===== src/rtl/instr_ram_arbiter_pkg.sv =====
// Shared types and constants for the instruction RAM arbiter.
// Owner encoding, arbitration modes and the starvation counter width.
package instr_arb_pkg;
  typedef enum logic {OWNER_P0 = 1'b0, OWNER_P1 = 1'b1} arb_owner_e;

  localparam int ARB_MODE_PRIO = 0;
  localparam int ARB_MODE_RR   = 1;
  localparam int WAIT_CNT_W    = 8;
endpackage


===== src/rtl/instr_ram_arbiter_if.sv =====
// One requester port of the instruction RAM arbiter: req/gnt/rvalid handshake.
// The master drives the request fields. The slave (the arbiter) returns the grant and the response.
interface instr_ram_arbiter_if #(
  parameter int ADDR_WIDTH = 16,
  parameter int DATA_WIDTH = 32
);
  logic                    req;
  logic [ADDR_WIDTH-1:0]   addr;
  logic                    we;
  logic [DATA_WIDTH/8-1:0] be;
  logic [DATA_WIDTH-1:0]   wdata;
  logic                    gnt;
  logic                    rvalid;
  logic [DATA_WIDTH-1:0]   rdata;

  modport master (output req, addr, we, be, wdata, input gnt, rvalid, rdata);
  modport slave  (input req, addr, we, be, wdata, output gnt, rvalid, rdata);
endinterface


===== src/rtl/instr_ram_arbiter_wait_counter.sv =====
// Saturating count of the consecutive cycles P1 has been denied.
// at_limit tells the arbiter to force a grant to P1.
module instr_arb_wait_counter
  import instr_arb_pkg::*;
(
  input  logic                  clk,
  input  logic                  rst_n,
  input  logic                  i_inc,
  input  logic                  i_clr,
  input  logic [WAIT_CNT_W-1:0] i_limit,
  output logic                  o_at_limit
);
  logic [WAIT_CNT_W-1:0] r_cnt;

  // Clear has priority, and the count holds once it reaches the limit.
  always_ff @(posedge clk) begin
    if (!rst_n) begin
      r_cnt <= '0;
    end else if (i_clr) begin
      r_cnt <= '0;
    end else if (i_inc && (r_cnt != i_limit)) begin
      r_cnt <= r_cnt + 1'b1;
    end
  end

  assign o_at_limit = (r_cnt == i_limit);
endmodule


===== src/rtl/instr_ram_arbiter.sv =====
// Shares one instruction RAM port between core fetch (P0) and the AXI/debug loader (P1).
// The grant is combinational. The response returns one cycle later to the port that owned the grant.
module instr_ram_arbiter
  import instr_arb_pkg::*;
#(
  parameter int ADDR_WIDTH   = 16,
  parameter int DATA_WIDTH   = 32,
  parameter int ARB_MODE     = ARB_MODE_PRIO,
  parameter int STARVE_LIMIT = 8
) (
  input  logic                    clk,
  input  logic                    rst_n,
  instr_ram_arbiter_if.slave      p0,
  instr_ram_arbiter_if.slave      p1,
  output logic                    mem_en_o,
  output logic [ADDR_WIDTH-1:0]   mem_addr_o,
  output logic                    mem_we_o,
  output logic [DATA_WIDTH/8-1:0] mem_be_o,
  output logic [DATA_WIDTH-1:0]   mem_wdata_o,
  input  logic [DATA_WIDTH-1:0]   mem_rdata_i
);
  logic       w_gnt0;
  logic       w_gnt1;
  logic       w_p1_wins_tie;
  logic       w_rvalid0;
  logic       w_rvalid1;
  arb_owner_e w_winner;
  logic       r_rsp_valid;
  arb_owner_e r_rsp_owner;

  // The tie-break source is the only difference between the two modes.
  generate
    if (ARB_MODE == ARB_MODE_PRIO) begin : g_starve
      logic w_at_limit;

      instr_arb_wait_counter u_wait_counter (
        .clk        (clk),
        .rst_n      (rst_n),
        .i_inc      (p1.req && !w_gnt1),
        .i_clr      (!p1.req || w_gnt1),
        .i_limit    (WAIT_CNT_W'(STARVE_LIMIT)),
        .o_at_limit (w_at_limit)
      );

      assign w_p1_wins_tie = w_at_limit;
    end else begin : g_rr
      arb_owner_e r_last_owner;

      // The reset value makes P0 win the first tie.
      always_ff @(posedge clk) begin
        if (!rst_n) begin
          r_last_owner <= OWNER_P1;
        end else if (w_gnt0 || w_gnt1) begin
          r_last_owner <= w_winner;
        end
      end

      assign w_p1_wins_tie = (r_last_owner == OWNER_P0);
    end
  endgenerate

  always_comb begin
    w_gnt1   = p1.req && (!p0.req || w_p1_wins_tie);
    w_gnt0   = p0.req && !w_gnt1;
    w_winner = w_gnt1 ? OWNER_P1 : OWNER_P0;
  end

  // An idle memory port drives all zeros, so no stale write strobes reach the RAM.
  always_comb begin
    mem_en_o    = w_gnt0 || w_gnt1;
    mem_addr_o  = '0;
    mem_we_o    = 1'b0;
    mem_be_o    = '0;
    mem_wdata_o = '0;
    if (w_gnt0) begin
      mem_addr_o  = p0.addr;
      mem_we_o    = p0.we;
      mem_be_o    = p0.be;
      mem_wdata_o = p0.wdata;
    end else if (w_gnt1) begin
      mem_addr_o  = p1.addr;
      mem_we_o    = p1.we;
      mem_be_o    = p1.be;
      mem_wdata_o = p1.wdata;
    end
  end

  always_ff @(posedge clk) begin
    if (!rst_n) begin
      r_rsp_valid <= 1'b0;
      r_rsp_owner <= OWNER_P0;
    end else begin
      r_rsp_valid <= w_gnt0 || w_gnt1;
      r_rsp_owner <= w_winner;
    end
  end

  assign w_rvalid0 = r_rsp_valid && (r_rsp_owner == OWNER_P0);
  assign w_rvalid1 = r_rsp_valid && (r_rsp_owner == OWNER_P1);

  assign p0.gnt    = w_gnt0;
  assign p1.gnt    = w_gnt1;
  assign p0.rvalid = w_rvalid0;
  assign p1.rvalid = w_rvalid1;
  assign p0.rdata  = w_rvalid0 ? mem_rdata_i : '0;
  assign p1.rdata  = w_rvalid1 ? mem_rdata_i : '0;
endmodule

===== src/flat_wrapper.sv =====
// flat-port wrapper written by rule: the top's interface ports become plain ports
module instr_ram_arbiter_flat import instr_arb_pkg::*;
#(
  parameter int ADDR_WIDTH   = 16,
  parameter int DATA_WIDTH   = 32,
  parameter int ARB_MODE     = ARB_MODE_PRIO,
  parameter int STARVE_LIMIT = 8
)
  (clk, rst_n, mem_en_o, mem_addr_o, mem_we_o, mem_be_o, mem_wdata_o, mem_rdata_i, p0_req, p0_addr, p0_we, p0_be, p0_wdata, p0_gnt, p0_rvalid, p0_rdata, p1_req, p1_addr, p1_we, p1_be, p1_wdata, p1_gnt, p1_rvalid, p1_rdata);
  instr_ram_arbiter_if #(.ADDR_WIDTH(ADDR_WIDTH), .DATA_WIDTH(DATA_WIDTH)) p0_i ();
  instr_ram_arbiter_if #(.ADDR_WIDTH(ADDR_WIDTH), .DATA_WIDTH(DATA_WIDTH)) p1_i ();
  input  logic clk;
  input  logic rst_n;
  output logic mem_en_o;
  output logic [ADDR_WIDTH-1:0] mem_addr_o;
  output logic mem_we_o;
  output logic [DATA_WIDTH/8-1:0] mem_be_o;
  output logic [DATA_WIDTH-1:0] mem_wdata_o;
  input  logic [DATA_WIDTH-1:0] mem_rdata_i;
  input wire logic [$bits(p0_i.req)-1:0] p0_req;
  input wire logic [$bits(p0_i.addr)-1:0] p0_addr;
  input wire logic [$bits(p0_i.we)-1:0] p0_we;
  input wire logic [$bits(p0_i.be)-1:0] p0_be;
  input wire logic [$bits(p0_i.wdata)-1:0] p0_wdata;
  output wire logic [$bits(p0_i.gnt)-1:0] p0_gnt;
  output wire logic [$bits(p0_i.rvalid)-1:0] p0_rvalid;
  output wire logic [$bits(p0_i.rdata)-1:0] p0_rdata;
  input wire logic [$bits(p1_i.req)-1:0] p1_req;
  input wire logic [$bits(p1_i.addr)-1:0] p1_addr;
  input wire logic [$bits(p1_i.we)-1:0] p1_we;
  input wire logic [$bits(p1_i.be)-1:0] p1_be;
  input wire logic [$bits(p1_i.wdata)-1:0] p1_wdata;
  output wire logic [$bits(p1_i.gnt)-1:0] p1_gnt;
  output wire logic [$bits(p1_i.rvalid)-1:0] p1_rvalid;
  output wire logic [$bits(p1_i.rdata)-1:0] p1_rdata;
  assign p0_i.req = p0_req;
  assign p0_i.addr = p0_addr;
  assign p0_i.we = p0_we;
  assign p0_i.be = p0_be;
  assign p0_i.wdata = p0_wdata;
  assign p0_gnt = p0_i.gnt;
  assign p0_rvalid = p0_i.rvalid;
  assign p0_rdata = p0_i.rdata;
  assign p1_i.req = p1_req;
  assign p1_i.addr = p1_addr;
  assign p1_i.we = p1_we;
  assign p1_i.be = p1_be;
  assign p1_i.wdata = p1_wdata;
  assign p1_gnt = p1_i.gnt;
  assign p1_rvalid = p1_i.rvalid;
  assign p1_rdata = p1_i.rdata;
  instr_ram_arbiter #(.ADDR_WIDTH(ADDR_WIDTH), .DATA_WIDTH(DATA_WIDTH), .ARB_MODE(ARB_MODE), .STARVE_LIMIT(STARVE_LIMIT)) u_core (.clk(clk), .rst_n(rst_n), .p0(p0_i), .p1(p1_i), .mem_en_o(mem_en_o), .mem_addr_o(mem_addr_o), .mem_we_o(mem_we_o), .mem_be_o(mem_be_o), .mem_wdata_o(mem_wdata_o), .mem_rdata_i(mem_rdata_i));
endmodule

===== config.mk =====
export PLATFORM = sky130hd
export DESIGN_NAME = instr_ram_arbiter_flat
export DESIGN_NICKNAME = d
export VERILOG_FILES = /design/src/rtl/instr_ram_arbiter_pkg.sv /design/src/rtl/instr_ram_arbiter_if.sv /design/src/rtl/instr_ram_arbiter_wait_counter.sv /design/src/rtl/instr_ram_arbiter.sv /design/src/flat_wrapper.sv
export SDC_FILE = /design/constraint.sdc
export NUM_CORES = 1
export LEC_CHECK = 0
export ABC_AREA = 1
export CORE_AREA = 3 3 102 104
export CTS_BUF_LIST = sky130_fd_sc_hd__clkbuf_16
export CTS_CLUSTER_SIZE = 10
export DETAILED_ROUTE_END_ITERATION = 12
export DIE_AREA = 0 0 105 107
export PLACE_DENSITY = 0.73
export SLEW_MARGIN = 20
export SYNTH_ARGS = -nofsm -noshare
export SYNTH_HDL_FRONTEND = slang
export SYNTH_SLANG_ARGS = --single-unit

===== constraint.sdc =====
create_clock -name clk -period 2 [get_ports clk]
set_clock_uncertainty 0.15 [all_clocks]
set_input_delay 0.5 -clock clk [delete_from_list [all_inputs] [get_ports clk]]
set_output_delay 0.5 -clock clk [all_outputs]
set_load 0.005 [all_outputs]

==> impl_results.md, run 1 <==
* Met2 track utilization from global routing at 37.4%
* Outcome: complete, but fails checks
* Final-report max-slew violation count at 0
* Final global-route overflow total at 0
* Number of buffers created by CTS at 3
* Setup repair after global routing missed its margin: true
* R2R setup slack at 0.43 ns
* Most area-consuming cells after synthesis: sky130_fd_sc_hd__nand2_1 26%, sky130_fd_sc_hd__nor2_1 19%, sky130_fd_sc_hd__nand3_1 17%
* Library cell used as clock root buffer: sky130_fd_sc_hd__clkbuf_16
* Iteration-0 DRC count of the detailed router at 115
* Number of placement rows at 36
* Worst min-delay path endpoint: u_core.g_starve.u_wait_counter.r_cnt[0]
* Sequential-to-total area share from yosys stat at 12.3%
* Slew at the pin closest to its max-slew limit at between 0.2 and 0.25 ns
* Kind of start point of the critical path: register
* Post-place setup slack at -0.820 ns
* Most common library cell in the layout ignoring fill and taps: sky130_fd_sc_hd__clkdlybuf4s50_1
* Vias per inst at between 4 and 5
* Critical Path Slowest Stage Cell: sky130_fd_sc_hd__dfxtp_2
* Hold violation count in the final report at 0
* Slew margin rel. at around 84%
* Crit path buf inv count at 5
* Met3 Resource Use GR at roughly 5.2%
* First-pass GRT wire length at 17,400 µm
* Number of buffers added on ports at 263
* Layout overhead on the synthesized area at 200%
* Routability congestion estimate from global placement at 0.803
* CP arrival at 1.84 ns
* Setup TNS at -21.65 ns
* Synth area leader: sky130_fd_sc_hd__nand2_1
* Count of clock tree sinks at 10
* Number of ports placed on the die boundary at 264
* Critical path capture point type: primary output
* WL final at 12,000 µm
* Combined global-route utilization of all metal layers at between 10% and 20%
* Post-detailed-route DRC marker count at 0
* Max clock buf depth at 2
* Synth warn at 0
* Number of setup violations in the final report at 55
* Cell area after technology mapping at around 0.0016 mm²
* Cell count after synthesis at between 300 and 400
* FMAX at 0.402 GHz
* Initial cell density of the core at 16.9%
* Maximum Capacitance Violations at 0
* Launch instance of the worst register-to-register path: u_core.g_starve.u_wait_counter.r_cnt[0]
* Count of vias placed by the detailed router at 3,349
* Register bit total from synthesis at 10
* Synth Net Count at 486
* CP max stage delay at between 0.3 and 0.4 ns
* Number of search-and-repair iterations in the first detailed-routing pass at 6
* Critical path class: register to primary output
* Detailed Place HPWL at around 8600 µm
* Tmin final at 2.49 ns
* Area share of the largest cell type after synthesis at between 20% and 30%
* Hold buffer count at cts at 0
* Clock-pin slew of the registers on the worst-case setup and hold paths at 0.04 ns
* Die width at 105 µm
* Number of antenna violations at the first check in global routing at 0
* Leakage power at 2.60 nW
* Die footprint at 0.0112 mm²
* Peak-usage layer in the global routing report: met2
* Layout cells sized above 1 at 34.9%
* Global Route met1 Usage at 20.4%
* Number of global-route vias before repair at 3,415
* Data required time at the worst endpoint at 1.35 ns
* Antenna Nets Post-Route at 0
* Avg Cell Area, Syn at 4.77 µm²
* Final worst setup slack at -0.487 ns
* Sequence of cells on the critical path: inv_2 > ha_4 > nand3_4 > buf_6 > o21ai_4 > buf_4 > buf_8 > nand3_1 > nand2_1 > dlygate4sd2_1
* Reg-to-Reg End: u_core.g_starve.u_wait_counter.r_cnt[6]
* Violations in the final reports: negative setup slack
* H-tree Lvls at 1
* Pin count of the biggest net entering global routing at 33
* Core Box Area at 0.00964 mm²
* Period utilisation layout at 124%
* Worst skew pair latency at 0.24 ns
* Chip height at 107 µm
* Cells on worst reg2reg path at 9
* Number of cells on the worst hold path at 2
* Path category of the worst min-delay check: register to register
* Power Dens Cells at between 200 and 300 mW/mm²
* Ant. Diodes at 0
* Worst Min Path Start: u_core.g_starve.u_wait_counter.r_cnt[0]
* Core occupancy in the finished layout at 50.8%
* Top fanout value on the critical path at 7
* DR WL/cell at roughly 16 µm
* Most frequent cells in the layout: 139 x sky130_fd_sc_hd__clkdlybuf4s50_1, 89 x sky130_fd_sc_hd__nand2_1, 70 x sky130_fd_sc_hd__nor2_1, 59 x sky130_fd_sc_hd__clkbuf_2, 48 x sky130_fd_sc_hd__nand3_1
* Delay-heaviest family, CP: buffers and inverters
* Clock tree from TritonCTS: yes
* Count of unique library cells instantiated by Yosys at 15
* Number of nets in the layout at 787
* Max VDD drop at 0.211 mV
## per-stage QoR
stage | cells | power (mW) | hold slack, ns | instance area, µm²
2_1_floorplan | 342 | 0.420 | 0.280 | 1630
3_3_place_gp | 738 | 1.02 | 0.353 | 4550
3_5_place_dp | 738 | 1.03 | 0.362 | 4550
4_1_cts | 769 | 1.42 | 0.369 | 4930
5_1_grt | 775 | 1.54 | 0.386 | 4900
6_report | 775 | 1.45 | 0.367 | 4900
## kinds of logic after synthesis
family	Yosys count	synth area share [%]
xor gates and xnor gates	5	2.68
adders and majority gates	2	1.53
DFF	10	12.3
AOI/OAI and AO/OA	3	1.99
and+or+nand+nor	256	63.6
buffers and inverters	66	17.9
## area by class of cell
cell class | instances | area (µm²)
fillers | 983 | 4740
repair buffers | 318 | 2930
multi-input cells | 266 | 1340
flip-flops and latches | 10 | 210
inverters | 44 | 170
well taps | 133 | 166
clock buffers | 3 | 75.1
clock inverters | 1 | 3.75
## registers in the layout, indices dropped and copies added, names as in the netlist
register                              flops
u_core.g_starve.u_wait_counter.r_cnt      8
u_core.r_rsp_owner                        1
u_core.r_rsp_valid                        1
## routing by layer
layer / up-vias / wire length, µm
met3: 15 / 918
met4: 0 / 193
met1: 1538 / 4550
li1: 1630 / -
met5: - / 0
met2: 166 / 6360
## what timing repair did
item,4_1_cts,5_1_grt
cloned,7,5
buffers inserted,20,8
pin swaps,20,17
gates resized for setup,311,185
endpoints found under the setup margin,122,114
## report_power, final
part           switching, mW  total, mW  internal (mW)
logic                  0.340      0.880          0.539
registers            0.00351      0.206          0.203
clock network         0.0974      0.360          0.262
total                  0.441       1.45           1.00
## synth_stat cells
cell	instances
sky130_fd_sc_hd__nand2_1	115
sky130_fd_sc_hd__nor2_1	83
sky130_fd_sc_hd__nand3_1	57
sky130_fd_sc_hd__inv_1	44
sky130_fd_sc_hd__clkbuf_1	11
sky130_fd_sc_hd__dfxtp_1	10
sky130_fd_sc_hd__buf_2	6
sky130_fd_sc_hd__buf_6	5
sky130_fd_sc_hd__xnor2_1	3
sky130_fd_sc_hd__ha_1	2
sky130_fd_sc_hd__xor2_1	2
sky130_fd_sc_hd__a21oi_4	1
sky130_fd_sc_hd__nand3_2	1
sky130_fd_sc_hd__o21a_1	1
sky130_fd_sc_hd__o21ai_2	1
## worst max path at each step
stage / start / endpoint / slack [ns] / cells past startpoint
after floorplan: u_core.g_starve.u_wait_counter.r_cnt[0] / mem_wdata_o[22] / 0.08 / 8
after global placement: p0_req / mem_wdata_o[22] / -0.81 / 7
after detailed placement: p0_req / mem_wdata_o[22] / -0.82 / 7
after CTS: u_core.g_starve.u_wait_counter.r_cnt[1] / mem_wdata_o[30] / -0.56 / 12
after global routing: u_core.g_starve.u_wait_counter.r_cnt[0] / mem_wdata_o[20] / -0.59 / 11
final: u_core.g_starve.u_wait_counter.r_cnt[0] / mem_addr_o[6] / -0.49 / 10
## worst min-delay path: cells and delay by family (launching register included)
family                 cells  cell delay [ns]
buffers and inverters      1             0.11
flip-flops                 1             0.33
AND/OR/NAND/NOR            1             0.04
No activity file was read; power rests on OpenSTA's default activity.
==> run 2: changes to the inputs <==
--- a/config.mk
+++ b/config.mk
@@ -12,6 +12,7 @@
 export DETAILED_ROUTE_END_ITERATION = 12
 export DIE_AREA = 0 0 105 107
 export PLACE_DENSITY = 0.73
+export SETUP_SLACK_MARGIN = 0.4
 export SLEW_MARGIN = 20
 export SYNTH_ARGS = -nofsm -noshare
 export SYNTH_HDL_FRONTEND = slang
==> impl_results.md, run 2 (same netlist as run 1, synthesis figures left out) <==
* Met3 WL post-DR at 1160 µm (+27%)
* DR WL/cell at 17.3 µm (+11%)
* Max VDD drop at 0.235 mV (+12%)
* Final global-route overflow total at 0 (unchanged)
* Top routing layer in use: met4
* First-pass GRT wire length at 19,200 µm (+10%)
* Power Dens Cells at 281 mW/mm² (-5.0%)
* Die width at 105 µm (unchanged)
* Most frequent cells in the layout: 115 x sky130_fd_sc_hd__clkdlybuf4s50_1, 100 x sky130_fd_sc_hd__buf_2, 85 x sky130_fd_sc_hd__buf_6, 57 x sky130_fd_sc_hd__nand3_1, 56 x sky130_fd_sc_hd__nor2_4
* Violations in the final reports: negative setup slack
* Data required time at the worst endpoint at 1.35 ns (about the same)
* Sequential Area at 208 µm² (-1.2%)
* H-tree Lvls at 1 (unchanged)
* Die footprint at 0.0112 mm² (unchanged)
* Kind of start point of the critical path: register
* Outcome: complete, but fails checks
* Number of standard cells in the layout, taps in and fillers out at 842 (+8.6%)
* Number of search-and-repair iterations in the first detailed-routing pass at 4 (-2)
* Combined global-route utilization of all metal layers at 21.5% (+2.2 points)
* Chip height at 107 µm (unchanged)
* Detailed Place HPWL at 8180 µm (-4.3%)
* Number of setup violations in the final report at 88 (+60%)
* Clock tree from TritonCTS: yes
* Layout overhead on the synthesized area at 290%
* WL final at 14,500 µm (+21%)
* Antenna Nets Post-Route at 0 (unchanged)
* Maximum Capacitance Violations at 0 (unchanged)
* Core Box Area at 0.00964 mm² (unchanged)
* Largest register by flop count: u_core.g_starve.u_wait_counter.r_cnt
* FMAX at 0.403 GHz (+0.10%)
* Period utilisation layout at 124% (-0.13 points)
* Routed metal-1 wire length at 5010 µm (+10%)
* Number of buffers created by CTS at 3 (unchanged)
* Library cell used as clock root buffer: sky130_fd_sc_hd__clkbuf_16
* Hold buffer count at cts at 0 (unchanged)
* Number of antenna violations at the first check in global routing at 0 (unchanged)
* Pin count of the biggest net entering global routing at 28 (-15%)
* Top fanout value on the critical path at 6 (-1)
* Count of clock tree sinks at 10 (unchanged)
* Tmin final at 2.48 ns (-0.00259 ns)
* Critical path capture point type: primary output
* Max clock buf depth at 2 (unchanged)
* Initial cell density of the core at 16.9% (unchanged)
* Critical Path Slowest Stage Cell: sky130_fd_sc_hd__dfxtp_2
* Routability congestion estimate from global placement at 0.806 (+0.29%)
* Registers with the most flip-flops: u_core.g_starve.u_wait_counter.r_cnt (8), u_core.r_rsp_owner (1), u_core.r_rsp_valid (1)
* Leakage power at 3.23 nW (+24%)
* CP max stage delay at 0.33 ns (+0.02 ns)
* Count of vias placed by the detailed router at 3,771 (+13%)
* R2R setup slack at 0.50 ns (+0.07 ns)
* Vias per inst at 4.48 (+3.6%)
* Number of buffers added on ports at 263 (unchanged)
* Most common library cell in the layout ignoring fill and taps: sky130_fd_sc_hd__clkdlybuf4s50_1
* Most frequent CP cell: sky130_fd_sc_hd__buf_6
* Critical path class: register to primary output
* Number of nets in the layout at 854 (+8.5%)
* Final worst setup slack at -0.484 ns (+0.00259 ns)
* Iteration-0 DRC count of the detailed router at 203 (+77%)
* Clock-pin slew of the registers on the worst-case setup and hold paths at 0.04 ns (about the same)
* Filler cells at 734 (-25%)
* Post-detailed-route DRC marker count at 0 (unchanged)
* Sequence of cells on the critical path: inv_2 > ha_4 > nand3_4 > nor2_4 > a21oi_4 > buf_6 > buf_6 > buf_12 > buf_16 > nand2_4 > nand2_2 > buf_2
* Path category of the worst min-delay check: register to register
* Cell count after placement at 738 (unchanged)
* Layout cells sized above 1 at 60.9% (+26 points)
* CP arrival at 1.83 ns (about the same)
* Multi-input gate area at 0.00198 mm² (+47%)
* Met2 routed wirelength at 7810 µm (+23%)
* Setup TNS at -22.56 ns (-0.904 ns)
* Number of ports placed on the die boundary at 264 (unchanged)
* Hold violation count in the final report at 0 (unchanged)
* Number of global-route vias before repair at 3,714 (+8.8%)
* Number of flip-flops under the largest register name at 8 (unchanged)
* Setup repair after global routing missed its margin: true
* Slew margin rel. at 81.5% (-2.7 points)
* Number of placement rows at 36 (unchanged)
* Worst skew pair latency at 0.24 ns (about the same)
* Slew at the pin closest to its max-slew limit at 0.278 ns (+0.0418 ns)
* Final-report max-slew violation count at 0 (unchanged)
* Ant. Diodes at 0 (unchanged)
-- run 2: changes by cell type in the layout (fill, tap and decap cells not counted), sizes merged --
cell,change
bufbuf,-1
clkdlybuf4s15,-16
clkinv,-1
clkdlybuf4s50,-24
inv,+1
dlygate4sd2,+9
buf,+162
clkbuf,-63
-- run 2: worst paths after layout --
check / startpoint / end / cells after the start
setup reg to reg: u_core.g_starve.u_wait_counter.r_cnt[1] / u_core.g_starve.u_wait_counter.r_cnt[6] / 10
hold reg to reg: u_core.g_starve.u_wait_counter.r_cnt[7] / u_core.g_starve.u_wait_counter.r_cnt[7] / 3
hold / removal: u_core.g_starve.u_wait_counter.r_cnt[7] / u_core.g_starve.u_wait_counter.r_cnt[7] / 3
setup / recovery: u_core.g_starve.u_wait_counter.r_cnt[0] / mem_wdata_o[0] / 12
-- run 2: power breakdown --
| part | internal [mW] | switching [mW] |
|---|---|---|
| Clock | 0.263 | 0.0994 |
| Combinational | 0.720 | 0.497 |
| Sequential | 0.203 | 0.00311 |
| Total | 1.19 | 0.599 |
-- run 2: layer usage --
layer,track usage (%),vias up
met5,0,-
met1,23.5,1756
met2,40.1,199
met3,5.36,45
li1,-,1771
met4,7.87,0
-- run 2: critical path: cells and delay by family (launching register included) --
kind / cells / cell delay, ns
AO/OA/AOI/OAI: 1 / 0.24
adder cells (fa/ha/maj): 1 / 0.15
buffers and inverters: 6 / 0.64
flip-flops: 1 / 0.33
AND/OR/NAND/NOR: 4 / 0.22
-- run 2: area by class of cell --
class / instances / area share, %
flip-flops and latches: 10 / 3.27
clock buffers: 3 / 1.18
clock inverters: 1 / 0.0590
multi-input cells: 266 / 31.1
repair buffers: 385 / 59.0
well taps: 133 / 2.62
inverters: 44 / 2.75
-- run 2: metrics by stage --
step	hold WS (ns)	total power, mW	util (%)	setup slack (ns)	area, µm²
2_1_floorplan	0.269	0.425	-	0.153	1680
5_1_grt	0.423	1.87	66.0	-0.567	6360
3_3_place_gp	0.350	1.01	47.4	-0.762	4560
6_report	0.379	1.78	66.0	-0.484	6360
3_5_place_dp	0.370	1.02	47.4	-0.768	4560
4_1_cts	0.382	1.56	55.9	-0.438	5390
-- run 2: repair_timing --
item,4_1_cts,5_1_grt
setup buffers,71,15
cloned,14,0
endpoints found under the setup margin,129,129
pin swaps,35,31
gates resized for setup,693,211
